**src/rtl/cache_types.sv**
```systemverilog
// Shared types for the cache lookup/miss controller.
// FSM states, line metadata bundle and way index/one-hot helpers.
package cache_types;

    localparam int TAG_W = 23;

    typedef enum logic [2:0] {
        ST_IDLE,
        ST_LOOKUP,
        ST_WRITEBACK,
        ST_REFILL,
        ST_DONE
    } ctrl_state_t;

    typedef struct packed {
        logic             valid;
        logic             dirty;
        logic [TAG_W-1:0] tag;
    } line_meta_t;

    function automatic int unsigned oh2idx(input logic [31:0] oh);
        int unsigned idx;
        idx = 0;
        for (int i = 0; i < 32; i++) begin
            if (oh[i]) idx = i;
        end
        return idx;
    endfunction

    function automatic logic [31:0] idx2oh(input int unsigned idx);
        return 32'd1 << idx;
    endfunction

endpackage

```
**src/rtl/victim_select.sv**
```systemverilog
// Victim choice for a miss: lowest invalid way first,
// otherwise the replacement unit's eviction candidate.
module victim_select
    import cache_types::*;
#(
    parameter int WAYS = 4
) (
    input  logic [WAYS-1:0] i_valid,
    input  logic [WAYS-1:0] i_dirty,
    input  logic [WAYS-1:0] i_evict_candidate,
    output logic [WAYS-1:0] o_victim,
    output logic            o_victim_dirty
);

    logic [WAYS-1:0] w_free;
    int unsigned     w_idx;

    assign w_free = ~i_valid;

    // Scan downward so the lowest free way wins.
    always_comb begin
        w_idx = 0;
        for (int i = WAYS - 1; i >= 0; i--) begin
            if (w_free[i]) w_idx = i;
        end
    end

    // Only a valid victim can carry dirty data.
    always_comb begin
        o_victim = i_evict_candidate;
        if (|w_free) o_victim = WAYS'(idx2oh(w_idx));
        o_victim_dirty = |(o_victim & i_valid & i_dirty);
    end

endmodule

```
**src/rtl/cache_miss_ctrl.sv**
```systemverilog
// Set-associative lookup/miss controller: owns tag/valid/dirty,
// sequences writeback and refill, drives the replacement unit.
module cache_miss_ctrl
    import cache_types::*;
#(
    parameter  int WAYS       = 4,
    parameter  int SETS       = 16,
    parameter  int TAG_WIDTH  = 23,
    localparam int ADDR_WIDTH = $clog2(SETS),
    localparam int WAYS_IDX   = $clog2(WAYS)
) (
    input  logic                          clk,
    input  logic                          rst_n,
    input  logic                          req_valid,
    output logic                          req_ready,
    input  logic [ADDR_WIDTH-1:0]         req_set,
    input  logic [TAG_WIDTH-1:0]          req_tag,
    input  logic                          req_write,
    output logic                          resp_valid,
    output logic                          resp_hit,
    output logic [WAYS-1:0]               resp_way,
    output logic [ADDR_WIDTH-1:0]         plru_set,
    output logic [WAYS-1:0]               plru_hit_vector,
    output logic                          plru_update_n,
    input  logic [WAYS-1:0]               evict_candidate,
    output logic                          mem_req,
    output logic                          mem_write,
    output logic [TAG_WIDTH+ADDR_WIDTH-1:0] mem_addr,
    input  logic                          mem_ack
);

    ctrl_state_t            r_state;
    logic [ADDR_WIDTH-1:0]  r_set;
    logic [TAG_WIDTH-1:0]   r_tag;
    logic                   r_wr;
    logic                   r_hit;
    logic [WAYS-1:0]        r_way;

    logic [WAYS-1:0]        r_valid [SETS];
    logic [WAYS-1:0]        r_dirty [SETS];
    logic [TAG_WIDTH-1:0]   r_tags  [SETS][WAYS];

    logic [WAYS-1:0]        w_hit_vec;
    logic [WAYS-1:0]        w_victim;
    logic                   w_victim_dirty;
    logic [WAYS_IDX-1:0]    w_way_idx;
    line_meta_t             w_fill;

    // Tag compare across all ways of the registered set.
    always_comb begin
        w_hit_vec = '0;
        for (int w = 0; w < WAYS; w++) begin
            w_hit_vec[w] = r_valid[r_set][w]
                         && (r_tags[r_set][w] == r_tag);
        end
    end

    victim_select #(
        .WAYS (WAYS)
    ) u_victim (
        .i_valid           (r_valid[r_set]),
        .i_dirty           (r_dirty[r_set]),
        .i_evict_candidate (evict_candidate),
        .o_victim          (w_victim),
        .o_victim_dirty    (w_victim_dirty)
    );

    assign w_way_idx    = WAYS_IDX'(oh2idx(32'(r_way)));
    assign w_fill.valid = 1'b1;
    assign w_fill.dirty = 1'b0;
    assign w_fill.tag   = r_tag;

    // Outputs decode from state and registered request fields,
    // so memory signals stay stable while waiting for ack.
    assign req_ready       = (r_state == ST_IDLE);
    assign resp_valid      = (r_state == ST_DONE);
    assign resp_hit        = resp_valid & r_hit;
    assign resp_way        = resp_valid ? r_way : '0;
    assign plru_set        = r_set;
    assign plru_hit_vector = resp_way;
    assign plru_update_n   = ~resp_valid;
    assign mem_req         = (r_state == ST_WRITEBACK)
                           | (r_state == ST_REFILL);
    assign mem_write       = (r_state == ST_WRITEBACK);
    assign mem_addr        = mem_write
                           ? {r_tags[r_set][w_way_idx], r_set}
                           : {r_tag, r_set};

    // Control FSM and registered request/response fields.
    always_ff @(posedge clk or negedge rst_n) begin
        if (!rst_n) begin
            r_state <= ST_IDLE;
            r_set   <= '0;
            r_tag   <= '0;
            r_wr    <= 1'b0;
            r_hit   <= 1'b0;
            r_way   <= '0;
        end else begin
            unique case (r_state)
                ST_IDLE: begin
                    if (req_valid) begin
                        r_set   <= req_set;
                        r_tag   <= req_tag;
                        r_wr    <= req_write;
                        r_state <= ST_LOOKUP;
                    end
                end
                ST_LOOKUP: begin
                    if (|w_hit_vec) begin
                        r_hit   <= 1'b1;
                        r_way   <= w_hit_vec;
                        r_state <= ST_DONE;
                    end else begin
                        r_hit   <= 1'b0;
                        r_way   <= w_victim;
                        r_state <= w_victim_dirty ? ST_WRITEBACK
                                                  : ST_REFILL;
                    end
                end
                ST_WRITEBACK: begin
                    if (mem_ack) r_state <= ST_REFILL;
                end
                ST_REFILL: begin
                    if (mem_ack) r_state <= ST_DONE;
                end
                ST_DONE: begin
                    r_state <= ST_IDLE;
                end
                default: begin
                    r_state <= ST_IDLE;
                end
            endcase
        end
    end

    // Valid/dirty bits: cleared by reset, updated on acks and stores.
    always_ff @(posedge clk or negedge rst_n) begin
        if (!rst_n) begin
            for (int s = 0; s < SETS; s++) begin
                r_valid[s] <= '0;
                r_dirty[s] <= '0;
            end
        end else begin
            unique case (r_state)
                ST_WRITEBACK: begin
                    if (mem_ack) r_dirty[r_set][w_way_idx] <= 1'b0;
                end
                ST_REFILL: begin
                    if (mem_ack) begin
                        r_valid[r_set][w_way_idx] <= w_fill.valid;
                        r_dirty[r_set][w_way_idx] <= w_fill.dirty;
                    end
                end
                ST_DONE: begin
                    if (r_wr) r_dirty[r_set][w_way_idx] <= 1'b1;
                end
                default: begin
                end
            endcase
        end
    end

    // Tag storage needs no reset; valid gates every use.
    always_ff @(posedge clk) begin
        if ((r_state == ST_REFILL) && mem_ack) begin
            r_tags[r_set][w_way_idx] <= w_fill.tag;
        end
    end

endmodule

```
**config.mk**
```make
export PLATFORM = sky130hd
export DESIGN_NAME = cache_miss_ctrl
export DESIGN_NICKNAME = d
export VERILOG_FILES = /design/src/rtl/cache_types.sv /design/src/rtl/victim_select.sv /design/src/rtl/cache_miss_ctrl.sv
export SDC_FILE = /design/constraint.sdc
export NUM_CORES = 2
export LEC_CHECK = 0
export BUFFER_PORTS_ARGS = -buffer_cell sky130_fd_sc_hd__buf_4
export CORE_AREA = 2 2 469 424
export CTS_CLUSTER_SIZE = 8
export DETAILED_ROUTE_END_ITERATION = 8
export DIE_AREA = 0 0 471 426
export SYNTH_ARGS = -nofsm -noshare
export SYNTH_HDL_FRONTEND = slang
export SYNTH_HIERARCHICAL = 1
export SYNTH_SLANG_ARGS = --single-unit
```
**constraint.sdc**
```tcl
create_clock -name clk -period 8.64 [get_ports clk]
set_clock_uncertainty 0.05 [all_clocks]
set_input_delay 0.864 -clock clk [delete_from_list [all_inputs] [get_ports clk]]
set_output_delay 0.864 -clock clk [all_outputs]
set_load 0.02 [all_outputs]
```
Word level (Yosys, flattened, before mapping). Memory sizes are Yosys's and may differ from the RTL's. Cells that the tools add are included.

Register bits after elaboration: 164. Latch bits: 0. Bits in writable memories: 1472. Memory bits (read-only): 0. Input bits: 36. Output and inout bits: 45. Logic and storage cells: 127. Memories: 1.

Memories: r_tags (words 16, bits a word 92, read ports 1, clocked after memory_dff 0, write ports 1, RTL line cache_miss_ctrl.sv:41) `logic [TAG_WIDTH-1:0] r_tags [SETS][WAYS];`.

Add/sub/neg operators: 0. Multiply operators: 0. Div/mod/pow operators: 0. Order comparisons: 6. Eq/ne operators: 13. Shift-type cells: 1. Mux-type cells: 38. Bitwise gates (word level): 12. Reductions and logical operators: 18.

Operator list (count): $mux 64 (2); $or 64x64->64 (2); $pmux 64 s2 (1); $eq 23x23->1 (4); $mux 92 (1); $mux 23 (3); $and 64x64->64 (1); $not 64->64 (1); $bmux 23 s2 (1); $demux 23 s2 (1); $bmux 4 s4 (2); $mux 4 (8); $mux 27 (1); $demux 4 s4 (1); $mux 2 (6); $mux 3 (4); $pmux 3 s4 (1); $reduce_or 4->1 (3); $and 4x4->4 (2); $logic_and 1x1->1 (8); $eq 3x2->1 const B (2); $ne 2x1->1 const B (3); $reduce_and 3->1 (2); $ge 5x5->1 const B (1); other kinds (21) (27).

Depth between registers and ports, before layout.
Word-level depth: 17. Gate-level depth with buffers: 15. Depth with buffers taken out: 10.

By module. The synthesis kept the hierarchy.

Modules (own cells, without submodules): cache_miss_ctrl (instances 1, cells an instance 3740, area each 68124.1 um^2, sequential area each 48306.3 um^2); victim_select (instances 1, cells an instance 15, area each 81.3 um^2, sequential area each 0.0 um^2).

Least setup slack after synthesis. OpenSTA, ideal clock, no wires.

Kind: register to output. From: register r_set[2] (netlist: plru_set[2]). To: output port mem_addr[6]. Data arrival time: 3042 ps. Required time: 7726 ps. Slack: 4684 ps. Stages on the path, launching flop included: 11. Path buffers: 5. Path through: dfrtp_1 clkbuf_1 inv_2 buf_1 clkbuf_1 buf_2 buf_1 o211ai_1 a311oi_1 a21oi_1 o21ai_0.

Longest elaborated chain between the ends: 5.

Ends and longest elaborated chain: start: declaration (RTL line cache_miss_ctrl.sv:33) `logic [ADDR_WIDTH-1:0] r_set;`; start signal: assignment (RTL line cache_miss_ctrl.sv:102) `r_set <= req_set;`; $mem_v2 16x92; $bmux 23 s2 (RTL line cache_miss_ctrl.sv:86) `? {r_tags[r_set][w_way_idx], r_set}`; $mux 23 (implied by the code) (2 in series) (RTL line cache_miss_ctrl.sv:86); $mux 27 (RTL line cache_miss_ctrl.sv:86); end: declaration (RTL line cache_miss_ctrl.sv:28) `output logic [TAG_WIDTH+ADDR_WIDTH-1:0] mem_addr,`.

Every way passes these cells. The select of a mux whose other input is x is not followed.

Worst setup path in the final report.
From: register r_set[3] (netlist: plru_set[3]). To: output port mem_addr[24].

The elaborated chain is that of the path after synthesis.

==> flow_summary_export.csv <==
group,metric,value,unit
run_status,status,"finished with violations",
run_status,violations,"hold timing",
logic_synthesis,postSynth.asyncResetShare,0.100,
global_route,antenna_found_initial,9,
global_route,gr-total-overflow,0,
sta,hold_violations,16,
setup_path,worstReg2RegEnd,"r_state[2]",
setup_path,reg2reg_depth,11,
cts,cts.repair_timing.setup_buffer_count,0,
cts,cts_buffer_depth,3,
logic_synthesis,synth_fa_ha_area_frac,0,
power_and_ir_drop,p_per_area,379,nW/um2
setup_path,cp-endpoint,"mem_addr[24]",
cts,clkTransAtPathRegs,0.06,ns
setup_path,cp.required,7.73,ns
logic_synthesis,synth-seq-cells,1636,
setup_path,timing.rr.start,"plru_set[3]",
logic_synthesis,synthSimpleGateAreaFrac,0.0333,
route,wire_per_inst,31.5,um
route,route.detailed.drc,0,
finish,num-nets-final,3979,
route,postRouteAntennaNets,0,
setup_path,path_max_fanout,40,
setup_path,critPathArrivalTime,5.43,ns
die,start_util,0.349,
cts,insertion_delay,0.86,ns
placement,port_buffers,80,
setup_path,cp_common_cell,"buf_4",
route,vias_per_cell,5.78,
logic_synthesis,ys_types,87,
global_route,grtUsageTotal,0.206,
setup_path,rrSetupSlack,2.83,ns
cts,postCtsResizedCells,0,
placement,dpl_worst_slack,3.01,ns
finish,fillerInstances,17500,
logic_synthesis,syn_nets,3791,
cts,cts_buffers,222,
sta,rsz0062_at_grt,"no",
sta,min_period,6.34,ns
sta,setup_violations,0,
sta,max_slew_margin,0.163,
logic_synthesis,synth_warnings,6,
sta,setup_slack,2.30,ns
die,die-area,201000,um2
logic_synthesis,synth-compound-area-share,0.0542,
sta,max_freq,158,MHz
logic_synthesis,netlist_area,68200,um2
cts,clockRootBuffer,"clkbuf_16",
logic_synthesis,postSynthAreaPerCell,18.2,um2
cts,cts.sinks,1636,
die,rows,154,
power_and_ir_drop,leakage,26.2,nW
worst_hold_path,hold_class,"in2async",
logic_synthesis,synth_edf_count,1472,
global_route,grt_max_degree,97,
cts,cts_tree,"built",
logic_synthesis,synthCells,3755,
global_route,grt_pass1_wl,293000,um
cts,htreeDepth,4,
setup_path,cp_slowest_cell,"dfrtp_4",
route,drt_iter0_drc,5745,
finish,finalCoreUtilization,0.401,
logic_synthesis,synth-seq-area-share,0.708,
setup_path,max_stage_delay,0.81,ns
route,vias,38600,
route,firstDrtPassIters,6,
setup_path,cp-startpoint,"plru_set[3]",
global_route,grt_pass1_vias,37400,
sta,maxSlewViolCount,0,
setup_path,cp-end-kind,"output port",
die,coreArea,195000,um2
logic_synthesis,synthXorXnorAreaFrac,0.0150,
route,drt_wl_total,210000,um
run,maxCapViolations,0,
placement,dpl.hpwl,127000,um
die,io-pin-count,81,
die,die_h,426,um
cts,holdBufCountCts,0,
sta,fin_crit_sh,0.734,
setup_path,worst-setup-path-type,"reg2out",
sta,tightest_slew,1.22,ns
setup_path,startpoint_type,"flip-flop",
die,die_w,471,um
logic_synthesis,synth_top_family_by_area,"multiplexers",
finish,area_delta_synth_final,14.8,%
logic_synthesis,synth-main-ff-cell,"edfxtp_1",
power_and_ir_drop,irDropWorstVdd,0.000361,V
sta,timing.setup.tns,0,ns
placement,gp_congestion,0.933,
sta,whs,-0.0234,ns
finish,drive_gt1_frac,0.248,
setup_path,crit_chain,"buf_4, buf_4, mux4_2, mux2i_1, nand2_1, o211a_1, a211oi_1, a21oi_1, a21oi_1, o21ai_0, buf_4",
logic_synthesis,synth.mux.area_fraction,0.164,
area by class of cell:
cell class | instances | area (um2) | share of cell area
sequential | 1636 | 48400 | 0.618
antenna | 3 | 7.51 | 0.0000959
inverter | 28 | 113 | 0.00144
timing repair buffer | 224 | 1760 | 0.0225
clock buffer | 359 | 6080 | 0.0776
multi-input combinational | 1831 | 18400 | 0.235
clock inverter | 15 | 338 | 0.00431
tap | 2574 | 3220 | 0.0411
state kept, by name (all words and copies together), names as in the netlist, named ones only:
signal    count
plru_set      4
r_tags     1472
r_way         4
r_state       3
r_tag        23
r_wr          1
r_hit         1
r_valid      64
synth_stat cells, types with 26 or more instances:
library cell	number	area, um2
buf_6	36	405
clkbuf_1	93	349
o21ai_0	157	786
mux4_2	276	6220
mux2i_1	277	2770
edfxtp_1	1472	44200
buf_2	62	310
buf_4	36	270
xor2_1	26	228
mux4_1	44	1160
dfrtp_1	164	4100
o22ai_1	36	225
xnor2_1	91	797
or2_2	69	432
nor2_1	119	447
nand2_1	188	706
a21oi_1	53	265
o31ai_1	70	526
a22oi_1	86	646
mux2_2	88	991
through the flow:
| step | instance area [um2] | instances | power [mW] |
|---|---|---|---|
| after floorplan | 68200 | 3755 | 17.1 |
| after global routing | 78300 | 6667 | 30.5 |
| after CTS | 78300 | 6667 | 29.5 |
| after global placement | 71900 | 6293 | 21.4 |
| after detailed placement | 71900 | 6293 | 21.5 |
| final | 78300 | 6670 | 29.7 |
layer usage:
metal  routed length [um]  vias to the layer above  global-route usage
li1                     -                    15500                   -
met1                85500                    20200               0.286
met2                92400                     2361               0.304
met3                22900                      462              0.0552
met4                 9530                        4              0.0898
met5                   27                        -                   0
where the power goes:
group | internal, mW | switching (mW)
clock network | 4.76 | 3.31
logic | 3.65 | 7.55
registers | 9.97 | 0.483
layout by cell type (no fill, tap or decap), types with 24 or more instances in the layout:
cell type,synthesis,final
edfxtp_1,1472,1472
mux2i_1,277,277
mux4_2,276,276
clkbuf_16,0,222
buf_4,36,217
nand2_1,188,187
o21ai_0,157,156
dfrtp_1,164,136
clkbuf_1,93,136
xnor2_1,91,91
mux2_2,88,88
a22oi_1,86,86
o31ai_1,70,70
or2_2,69,69
nor2_1,119,54
a21oi_1,53,53
nor2_2,1,47
mux4_1,44,44
o22ai_1,36,36
xor2_1,26,26
dfrtp_2,0,24
worst min path at each step:
stage / from / to / slack (ns) / depth (start not counted)
6_report: rst_n / r_valid[52] / -0.02 / 1
5_1_grt: rst_n / r_valid[16] / 0.02 / 1
4_1_cts: rst_n / r_valid[0] / 0.05 / 1
3_5_place_dp: r_valid[50] / r_valid[50] / 0.40 / 1
3_3_place_gp: r_valid[36] / r_valid[36] / 0.40 / 1
2_1_floorplan: r_valid[20] / r_valid[20] / 0.38 / 1
logic make-up (layout without fill, tap and decap cells):
| family | count (synthesis) | after routing |
|---|---|---|
| DFF | 1636 | 1636 |
| xor gates and xnor gates | 117 | 117 |
| other | 0 | 3 |
| and+or+nand+nor | 482 | 482 |
| buffers and inverters | 288 | 626 |
| AOI/OAI and AO/OA | 546 | 546 |
| muxes | 686 | 686 |
critical path: cells and delay by family (launching register included):
| family | cells | cell delay (ns) |
|---|---|---|
| flops | 1 | 0.81 |
| simple gates | 1 | 0.13 |
| compound gates | 5 | 1.31 |
| mux | 2 | 0.81 |
| buf+inv | 3 | 1.38 |
Note: power is estimated with default switching activity, not from simulation.
